### src/rtl/vga_sync_decoder.sv
// Recovers pixel/line position, line and frame periods and a lock flag from a sampled VGA hs/vs stream.
// Latency: one clock from a pixel_en sample to rx_x/rx_y/rx_active and every other output.
// Backpressure: none; the decoder follows the pixel_en strobe and never stalls the source.
module vga_sync_decoder #(
  parameter int H_SYNC      = 96,
  parameter int H_BACK      = 48,
  parameter int H_ACTIVE    = 640,
  parameter int V_SYNC      = 2,
  parameter int V_BACK      = 33,
  parameter int V_ACTIVE    = 480,
  parameter int LOCK_FRAMES = 2
) (
  input  logic        CLK100MHZ,
  input  logic        CPU_RESETN,
  input  logic        pixel_en,
  input  logic        hs,
  input  logic        vs,
  output logic [10:0] rx_x,
  output logic [10:0] rx_y,
  output logic        rx_active,
  output logic        locked,
  output logic [10:0] h_total,
  output logic [10:0] v_total,
  output logic        frame_start,
  output logic        sync_err
);

  localparam int              MW     = $clog2(LOCK_FRAMES + 2);
  localparam logic [MW-1:0]   LOCK_N = MW'(LOCK_FRAMES);
  localparam logic [10:0]     H_OFS  = 11'(H_SYNC + H_BACK);
  localparam logic [10:0]     V_OFS  = 11'(V_SYNC + V_BACK);
  localparam logic [11:0]     H_ACT  = 12'(H_ACTIVE);
  localparam logic [11:0]     V_ACT  = 12'(V_ACTIVE);
  localparam logic [10:0]     CNT_MAX = 11'h7FF;

  typedef enum logic [1:0] {
    SEARCH  = 2'd0,
    MEASURE = 2'd1,
    LOCKED  = 2'd2
  } state_t;

  state_t         state;
  logic           hs_q, vs_q;
  logic [10:0]    hcnt, vcnt;
  logic           h_seen, v_seen;     // an edge has been seen, so the next one closes a period
  logic           h_valid, v_valid;   // h_total / v_total hold a real measurement
  logic           h_mis;              // an h period changed during the current MEASURE frame
  logic [MW-1:0]  match_cnt;

  logic           hs_start, vs_start;
  logic [10:0]    h_meas, v_meas;
  logic [10:0]    hcnt_nxt, vcnt_nxt;
  logic [10:0]    rx_x_nxt, rx_y_nxt;
  logic           timeout;
  logic           h_bad, v_bad;
  logic           frame_ok;
  logic [MW-1:0]  match_inc;
  logic           lock_gain, lock_drop, locked_nxt;

  // Edge detection is gated by pixel_en so nothing downstream moves between samples
  assign hs_start = pixel_en & hs_q & ~hs;
  assign vs_start = pixel_en & vs_q & ~vs;

  assign h_meas   = hcnt + 11'd1;
  assign v_meas   = vcnt + 11'd1;
  assign hcnt_nxt = hs_start ? 11'd0 : ((hcnt == CNT_MAX) ? CNT_MAX : hcnt + 11'd1);
  assign vcnt_nxt = vs_start ? 11'd0 : (hs_start ? vcnt + 11'd1 : vcnt);
  assign rx_x_nxt = hcnt_nxt - H_OFS;
  assign rx_y_nxt = vcnt_nxt - V_OFS;

  // A line that never ends pins hcnt at its ceiling; that is the only way out of a stuck sync
  assign timeout  = pixel_en & (hcnt_nxt == CNT_MAX);

  // Period changes only count once a previous measurement exists to compare against
  assign h_bad    = hs_start & h_valid & (h_meas != h_total);
  assign v_bad    = vs_start & v_valid & (v_meas != v_total);
  assign frame_ok = ~h_mis & ~h_bad & ~v_bad;
  assign match_inc = match_cnt + 1'b1;

  assign lock_gain  = (state == MEASURE) & ~timeout & vs_start & frame_ok & (match_inc >= LOCK_N);
  assign lock_drop  = (state == LOCKED) & (timeout | h_bad | v_bad);
  assign locked_nxt = lock_gain | (locked & ~lock_drop);

  // Sample history, position counters and period measurements
  always_ff @(posedge CLK100MHZ or negedge CPU_RESETN) begin
    if (!CPU_RESETN) begin
      hs_q    <= 1'b1;
      vs_q    <= 1'b1;
      hcnt    <= '0;
      vcnt    <= '0;
      h_total <= '0;
      v_total <= '0;
      h_seen  <= 1'b0;
      v_seen  <= 1'b0;
      h_valid <= 1'b0;
      v_valid <= 1'b0;
    end else if (pixel_en) begin
      hs_q <= hs;
      vs_q <= vs;
      hcnt <= hcnt_nxt;
      vcnt <= vcnt_nxt;
      if (hs_start) begin
        h_seen <= 1'b1;
        if (h_seen) begin
          h_total <= h_meas;
          h_valid <= 1'b1;
        end
      end
      if (vs_start) begin
        v_seen <= 1'b1;
        if (v_seen) begin
          v_total <= v_meas;
          v_valid <= 1'b1;
        end
      end
    end
  end

  // Lock FSM: SEARCH waits for a frame boundary, MEASURE counts clean frames, LOCKED watches for drift
  always_ff @(posedge CLK100MHZ or negedge CPU_RESETN) begin
    if (!CPU_RESETN) begin
      state     <= SEARCH;
      locked    <= 1'b0;
      match_cnt <= '0;
      h_mis     <= 1'b0;
    end else if (pixel_en) begin
      if (timeout) begin
        state  <= SEARCH;
        locked <= 1'b0;
      end else begin
        case (state)
          SEARCH: begin
            if (vs_start) begin
              state     <= MEASURE;
              match_cnt <= '0;
              h_mis     <= 1'b0;
            end
          end
          MEASURE: begin
            if (vs_start) begin
              h_mis <= 1'b0;
              if (frame_ok) begin
                match_cnt <= match_inc;
                if (match_inc >= LOCK_N) begin
                  state  <= LOCKED;
                  locked <= 1'b1;
                end
              end else begin
                match_cnt <= '0;
              end
            end else if (h_bad) begin
              match_cnt <= '0;
              h_mis     <= 1'b1;
            end
          end
          LOCKED: begin
            if (h_bad | v_bad) begin
              state  <= SEARCH;
              locked <= 1'b0;
            end
          end
          default: begin
            state  <= SEARCH;
            locked <= 1'b0;
          end
        endcase
      end
    end
  end

  // Registered position outputs plus single-clock event pulses
  always_ff @(posedge CLK100MHZ or negedge CPU_RESETN) begin
    if (!CPU_RESETN) begin
      rx_x        <= '0;
      rx_y        <= '0;
      rx_active   <= 1'b0;
      frame_start <= 1'b0;
      sync_err    <= 1'b0;
    end else begin
      frame_start <= vs_start;
      sync_err    <= lock_drop;
      if (pixel_en) begin
        rx_x      <= rx_x_nxt;
        rx_y      <= rx_y_nxt;
        rx_active <= locked_nxt & ({1'b0, rx_x_nxt} < H_ACT) & ({1'b0, rx_y_nxt} < V_ACT);
      end
    end
  end

endmodule

### config.mk
export PLATFORM = sky130hd
export DESIGN_NAME = vga_sync_decoder
export DESIGN_NICKNAME = d
export VERILOG_FILES = /design/src/rtl/vga_sync_decoder.sv
export SDC_FILE = /design/constraint.sdc
export NUM_CORES = 1
export LEC_CHECK = 0
export BUFFER_PORTS_ARGS = -buffer_cell sky130_fd_sc_hd__buf_4
export CORE_UTILIZATION = 40
export CTS_BUF_LIST = sky130_fd_sc_hd__clkbuf_8
export CTS_CLUSTER_DIAMETER = 40
export DETAILED_ROUTE_END_ITERATION = 8
export PLACE_DENSITY = 0.63
export SYNTH_ARGS = -nofsm -noshare
export SYNTH_HDL_FRONTEND = slang
export SYNTH_SLANG_ARGS = --single-unit
### constraint.sdc
create_clock -name CLK100MHZ -period 3.4 [get_ports CLK100MHZ]
set_input_delay 0.17 -clock CLK100MHZ [delete_from_list [all_inputs] [get_ports CLK100MHZ]]
set_output_delay 0.17 -clock CLK100MHZ [all_outputs]
set_load 0.1 [all_outputs]
-- After elaboration in Yosys (flattened, before gate mapping)
Index checks and enable logic that the tools add are counted.
- flip-flop bits (word level): 81
- output and inout port bits: 48
- logic and storage cells: 106
- add/sub/neg operators: 5
- $lt $le $gt $ge: 3
- equal/unequal tests: 14
- mux-type cells: 26
- bitwise gates (word level): 30
- reductions and logical operators: 9
- operator list (cell ; count):
    11-bit two-way mux ; 4
    11-bit by 1-bit adder with 11-bit output, second input constant ; 2
    11-bit equality test, second input constant ; 2
    11-bit != test ; 2
    2-bit two-way mux ; 10
    1-bit AND ; 19
    3-bit != test, second input constant ; 4
    6-bit AND reduction ; 2
    11-bit by 10-bit < comparator with 1-bit output, second input constant ; 1
    11-bit by 9-bit < comparator with 1-bit output, second input constant ; 1
    11-bit by 6-bit subtractor with 11-bit output, second input constant ; 1
    11-bit by 8-bit subtractor with 11-bit output, second input constant ; 1
    1-bit two-way mux ; 8
    1-bit NOT ; 7
    3-bit by 2-bit != test with 1-bit output, second input constant ; 2
    2-bit one-hot mux with 3 select lines ; 1
    3-bit AND reduction ; 2
    5-bit AND reduction ; 1
    2-bit != test, second input constant ; 2
    1-bit bitwise OR ; 4
    2-bit one-hot mux with 2 select lines ; 1
    2-bit AND reduction ; 2
    1-bit one-hot mux with 3 select lines ; 1
    2-bit by 1-bit adder with 2-bit output, second input constant ; 1
    other kinds (6) ; 6

-- Logic depth before layout (Yosys ltp)
- depth in word-level cells: 13
- gate-level depth with buffers: 14
- depth with buffers taken out: 13

-- Worst setup path before layout
Ideal clock, no wire load.
- path type: flip-flop to flip-flop
- start: register hcnt[1]
- end: register h_mis
- setup time: 128 ps
- arrival time: 2805 ps
- required time: 3272 ps
- slack: 467 ps
- cell stages (with the launch flop): 14
- path buffers: 1
- period minus slack after synthesis: 2933 ps
- cell sequence: dfrtp_1 -> ha_1 -> buf_6 -> nand3_1 -> nor3_2 -> nor2_1 -> nor2_1 -> ha_1 -> nand2_1 -> nor3_1 -> nand4b_1 -> a2111oi_4 -> nor4_2 -> mux2_1
- cells in the longest elaborated chain, start to end: 7
- RTL lines (item ; RTL line ; text):
    start, declared ; 44 ; logic [10:0] hcnt, vcnt;
    start signal, assigned ; 100 ; hcnt <= hcnt_nxt;
    11-bit by 1-bit adder with 11-bit output or 11-bit equality test (tied branches) ; 66 ; assign hcnt_nxt = hs_start ? 11'd0 : ((hcnt == CNT_MAX) ? CNT_MAX : hcnt + 11'd1);
    11-bit two-way mux (*) (2 in a row) ; 66 ;
    net hcnt_nxt[4] ; 52 ; logic [10:0] hcnt_nxt, vcnt_nxt;
    11-bit equality test (*) ; 72 ; assign timeout = pixel_en & (hcnt_nxt == CNT_MAX);
    1-bit AND (*) ; 72 ;
    1-bit NOT (no source line) (*) ; - ;
    5-bit AND reduction (no source line) (*) ; - ;
    end signal, assigned ; 125 ; h_mis <= 1'b0;
    end signal, assigned ; 136 ; h_mis <= 1'b0;
    end signal, assigned ; 141 ; h_mis <= 1'b0;
    end, declared ; 47 ; logic h_mis;
The timed path passes the listed nets; every way through them passes the cells marked *.
A chain may end at the register's enable or synchronous reset.

-- Worst setup path after layout
- start: register hcnt[3]
- end: register h_mis
The elaborated chain is that of the path after synthesis.

==> parameters.txt <==
Parameter                              Value

Final layout
  Final-stage net count ... 557
  Top library cells by usage in the layout, fill and taps aside ... dfrtp_1, buf_4, nand2_1
  Layout overhead on the synthesized area ... 13.7%
  Filler cell count ... 1118
  Most common library cell in the layout ignoring fill and taps ... dfrtp_1
  Number of inserted diodes ... 0
  Ratio of cells with drive above 1 in the final layout ... 23.7%

Logic synthesis
  Multiplexer fraction of the synthesized cell area ... 5.04%
  Synthesized-area fraction occupied by and/or/nand/nor cells ... 19.9%
  Count of cell types in the netlist ... 76
  Mean area per synthesized cell ... 9.64 um2
  Cell count after synthesis ... 502
  Most instantiated flip-flop cell in the synthesis netlist ... dfrtp_1
  Cell Area, Synth ... 4840 um2
  Seq cells post-synth ... 77
  Area fraction in compound gates after synthesis ... 17.6%
  Dominant combinational cell family by area after synthesis ... simple AND/OR/NAND/NOR gates
  Number of flops mapped to enable cells by yosys ... 0
  XOR/XNOR share of the synthesized area ... 10.5%
  Area share of fa/ha/maj cells after synthesis ... 1.53%
  Net count after synthesis ... 512
  Share of async-settable or async-resettable flops after synthesis ... 100%
  Sequential fraction of the synthesis area ... 39.9%
  Count of yosys warnings during synthesis ... 0

Die
  Area of the die ... 12500 um2
  Io pins ... 53
  Total core area ... 11600 um2
  Initial cell density of the core ... 41.7%
  X dimension of the die ... 112 um
  Cell Rows ... 39
  Floorplan die height ... 112 um

Routing
  Via total after detailed routing ... 3820
  Routed length per instance ... 17.0 um
  Drc violations ... 4
  Number of antenna-violating nets in the routed design ... 0
  Starting DRT DRC Count ... 235
  Final routed wirelength across all metal layers ... 11.8 mm
  Via-per-instance ratio ... 5.50
  First-pass DRT Iterations ... 7

Worst hold path
  Kind of path behind the tightest hold check ... in -> async

Run status
  Result of the run ... finished, violations left
  Failing checks ... design-rule violations, negative hold slack

Power
  Proportion of total power due to net switching ... 48.3%
  Reported net switching power ... 1.70 mW
  Register share of total power ... 34.7%
  Clock share of power ... 19.4%
  Combinational group share of total power ... 45.9%
  Power per Cell Area ... 641 nW/um2
  Maximum resistive drop on vdd ... 0.393 mV
  Power Internal ... 1.82 mW
  Lkg Pwr ... 2.29 nW
  Design Power ... 3.52 mW

GRT
  Via count of the first global-routing pass ... 3782
  Gr ovfl total ... 0
  Largest net degree at the start of global routing ... 78
  Number of antenna violations at the first check in global routing ... 0
  First-pass GRT wire length ... 19.6 mm
  GRT Total Usage ... 20.1%

STA
  Worst clock skew ... 0.0105 ns
  Worst slack on hold paths ... -0.0375 ns
  Minimum period implied by the final worst setup slack ... 3.20 ns
  Setup repair after global routing missed its margin ... false
  Post-route setup TNS ... 0 ns
  Period utilization ... 94.1%
  Least-Margin Pin Slew ... 1.01 ns
  Number of hold violations in the final report ... 35
  Number of setup violations in the final report ... 0
  Final number of max-transition violations ... 0
  Worst max-slew margin expressed relative to the limit ... 32.4%
  Maximum clock frequency ... 313 MHz

Worst setup path
  Startpoint kind of the worst setup timing path ... register
  Top fanout value on the critical path ... 9
  Data arrival time of the critical path ... 3.44 ns
  Startpoint of the worst setup timing path ... hcnt[3]
  Master of the slowest instance on the critical path ... dfrtp_1
  Critical path data required time ... 3.65 ns
  Worst path max stage delay ... 0.55 ns
  Sequence of cells on the critical path ... and4_1 > nand2_1 > xnor2_1 > a21oi_2 > ha_1 > nand2_1 > nor3_1 > nand4b_1 > a2111oi_4 > nor4_2 > mux2_1
  Worst setup path category ... reg -> reg
  Reg-to-Reg Start ... hcnt[3]
  Type of element capturing the critical path ... register
  Cell repeated most along the worst path ... nand2_1

CTS
  CTS tree ... done
  Clock buffer count from CTS ... 9
  Master cell of the clock root buffer ... clkbuf_8
  Worst skew pair latency ... 0.37 ns
  Count of H-tree levels built during CTS ... 3
  Worst-path clk slew ... 0.08 ns
  Total number of clock tree sinks ... 77
  Clock Tree Buf Depth ... 2
  Number of hold-repair buffers added at the cts stage ... 0

Placement
  Final RePlAce weighted congestion ... 0.890
  # port buffers ... 52
  Sum of net half-perimeters after detailed placement ... 8.51 mm

Flow run
  Count of max-cap constraint violations ... 0
critical path: cells and delay by family (launching register included):
family / cells / cell delay (ns)
xor gates and xnor gates: 1 / 0.22
AOI/OAI and AO/OA: 2 / 0.72
and+or+nand+nor: 6 / 1.07
adders and majority gates: 1 / 0.19
muxes: 1 / 0.32
DFF: 1 / 0.55
area by class of cell:
type	count	area [um2]	area share, %
multi-input combinational	379	2640	48.0
sequential	77	1930	35.1
timing repair buffer	70	526	9.55
tap	143	179	3.25
clock buffer	10	138	2.50
clock inverter	6	50.0	0.910
inverter	10	37.5	0.682
stage by stage:
stage	util (%)	cells	area, um2	hold slack (ns)	setup slack (ns)
after floorplan	-	502	4840	-0.126	0.467
after global placement	45.6	677	5300	0.407	0.381
after global routing	47.4	695	5500	0.0574	0.00435
after detailed placement	45.6	677	5300	0.415	0.233
final	47.4	695	5500	-0.0375	0.202
after CTS	47.2	693	5480	0.0178	0.208
path summary, 6_finish.rpt:
path / to / slack [ns] / depth (start not counted)
max: h_mis / 0.20 / 11
min: rx_y[1] / -0.04 / 1
max reg2reg: h_mis / 0.20 / 11
min reg2reg: h_seen / 0.48 / 1
max in group asynchronous: h_total[2] / 2.77 / 1
min in group CLK100MHZ: vs_q / 0.06 / 2
synthesized netlist by cell type, types with 3 or more instances:
| cell | instances | area (um2) |
|---|---|---|
| dfrtp_1 | 75 | 1880 |
| nand2_1 | 43 | 161 |
| o21ai_0 | 41 | 205 |
| nor2_1 | 32 | 120 |
| xnor2_1 | 32 | 280 |
| a21oi_1 | 30 | 150 |
| xor2_1 | 19 | 166 |
| mux2_2 | 17 | 191 |
| nand3_1 | 15 | 75.1 |
| buf_4 | 13 | 97.6 |
| clkbuf_1 | 13 | 48.8 |
| nand2b_1 | 11 | 68.8 |
| nor3_1 | 9 | 45.0 |
| and2_1 | 8 | 50.1 |
| inv_1 | 8 | 30.0 |
| nand4_1 | 7 | 43.8 |
| or3_1 | 7 | 43.8 |
| buf_6 | 6 | 67.6 |
| o211ai_1 | 6 | 45.0 |
| o31ai_1 | 6 | 45.0 |
| a31oi_1 | 5 | 31.3 |
| and3_1 | 5 | 31.3 |
| ha_1 | 5 | 62.6 |
| nor2b_1 | 5 | 31.3 |
| buf_2 | 4 | 20.0 |
| a211oi_1 | 3 | 22.5 |
| a21boi_0 | 3 | 22.5 |
| a21oi_2 | 3 | 26.3 |
| and4_1 | 3 | 26.3 |
| mux2i_1 | 3 | 30.0 |
| nor3_2 | 3 | 30.0 |
| or4_1 | 3 | 22.5 |
flip-flops by register name, indices dropped and copies added, names as in the netlist, 2 cells and up:
register   count
h_total       11
hcnt          11
match_cnt      2
rx_x           7
rx_y          11
state          2
v_total       11
vcnt          11
repair_timing:
item	4_1_cts	5_1_grt
resized for setup	0	1
setup buffers	0	2
endpoints found under the setup margin	0	6
routing by layer:
layer / track usage, % / wire length (um)
met5: 0 / 0
met4: 9.07 / 211
met3: 3.10 / 562
met1: 28.9 / 5850
met2: 29.7 / 5210
power by group through the flow:
| stage | Clock [mW] | Combinational [mW] | Sequential, mW |
|---|---|---|---|
| finish | 0.685 | 1.62 | 1.22 |
| floorplan | 0 | 0.681 | 1.83 |
| detailed placement | 0 | 1.62 | 1.24 |
| global placement | 0 | 1.61 | 1.23 |
| global route | 0.738 | 1.70 | 1.25 |
| CTS | 0.704 | 1.62 | 1.22 |
logic make-up (layout without fill, tap and decap cells):
kind of cell	count (synthesis)	in the layout
and+or+nand+nor	172	172
AOI/OAI and AO/OA	125	125
DFF	77	77
xor gates and xnor gates	54	54
buffers and inverters	46	96
muxes	22	22
adders and majority gates	6	6
No activity file was read; power rests on OpenSTA's default activity.
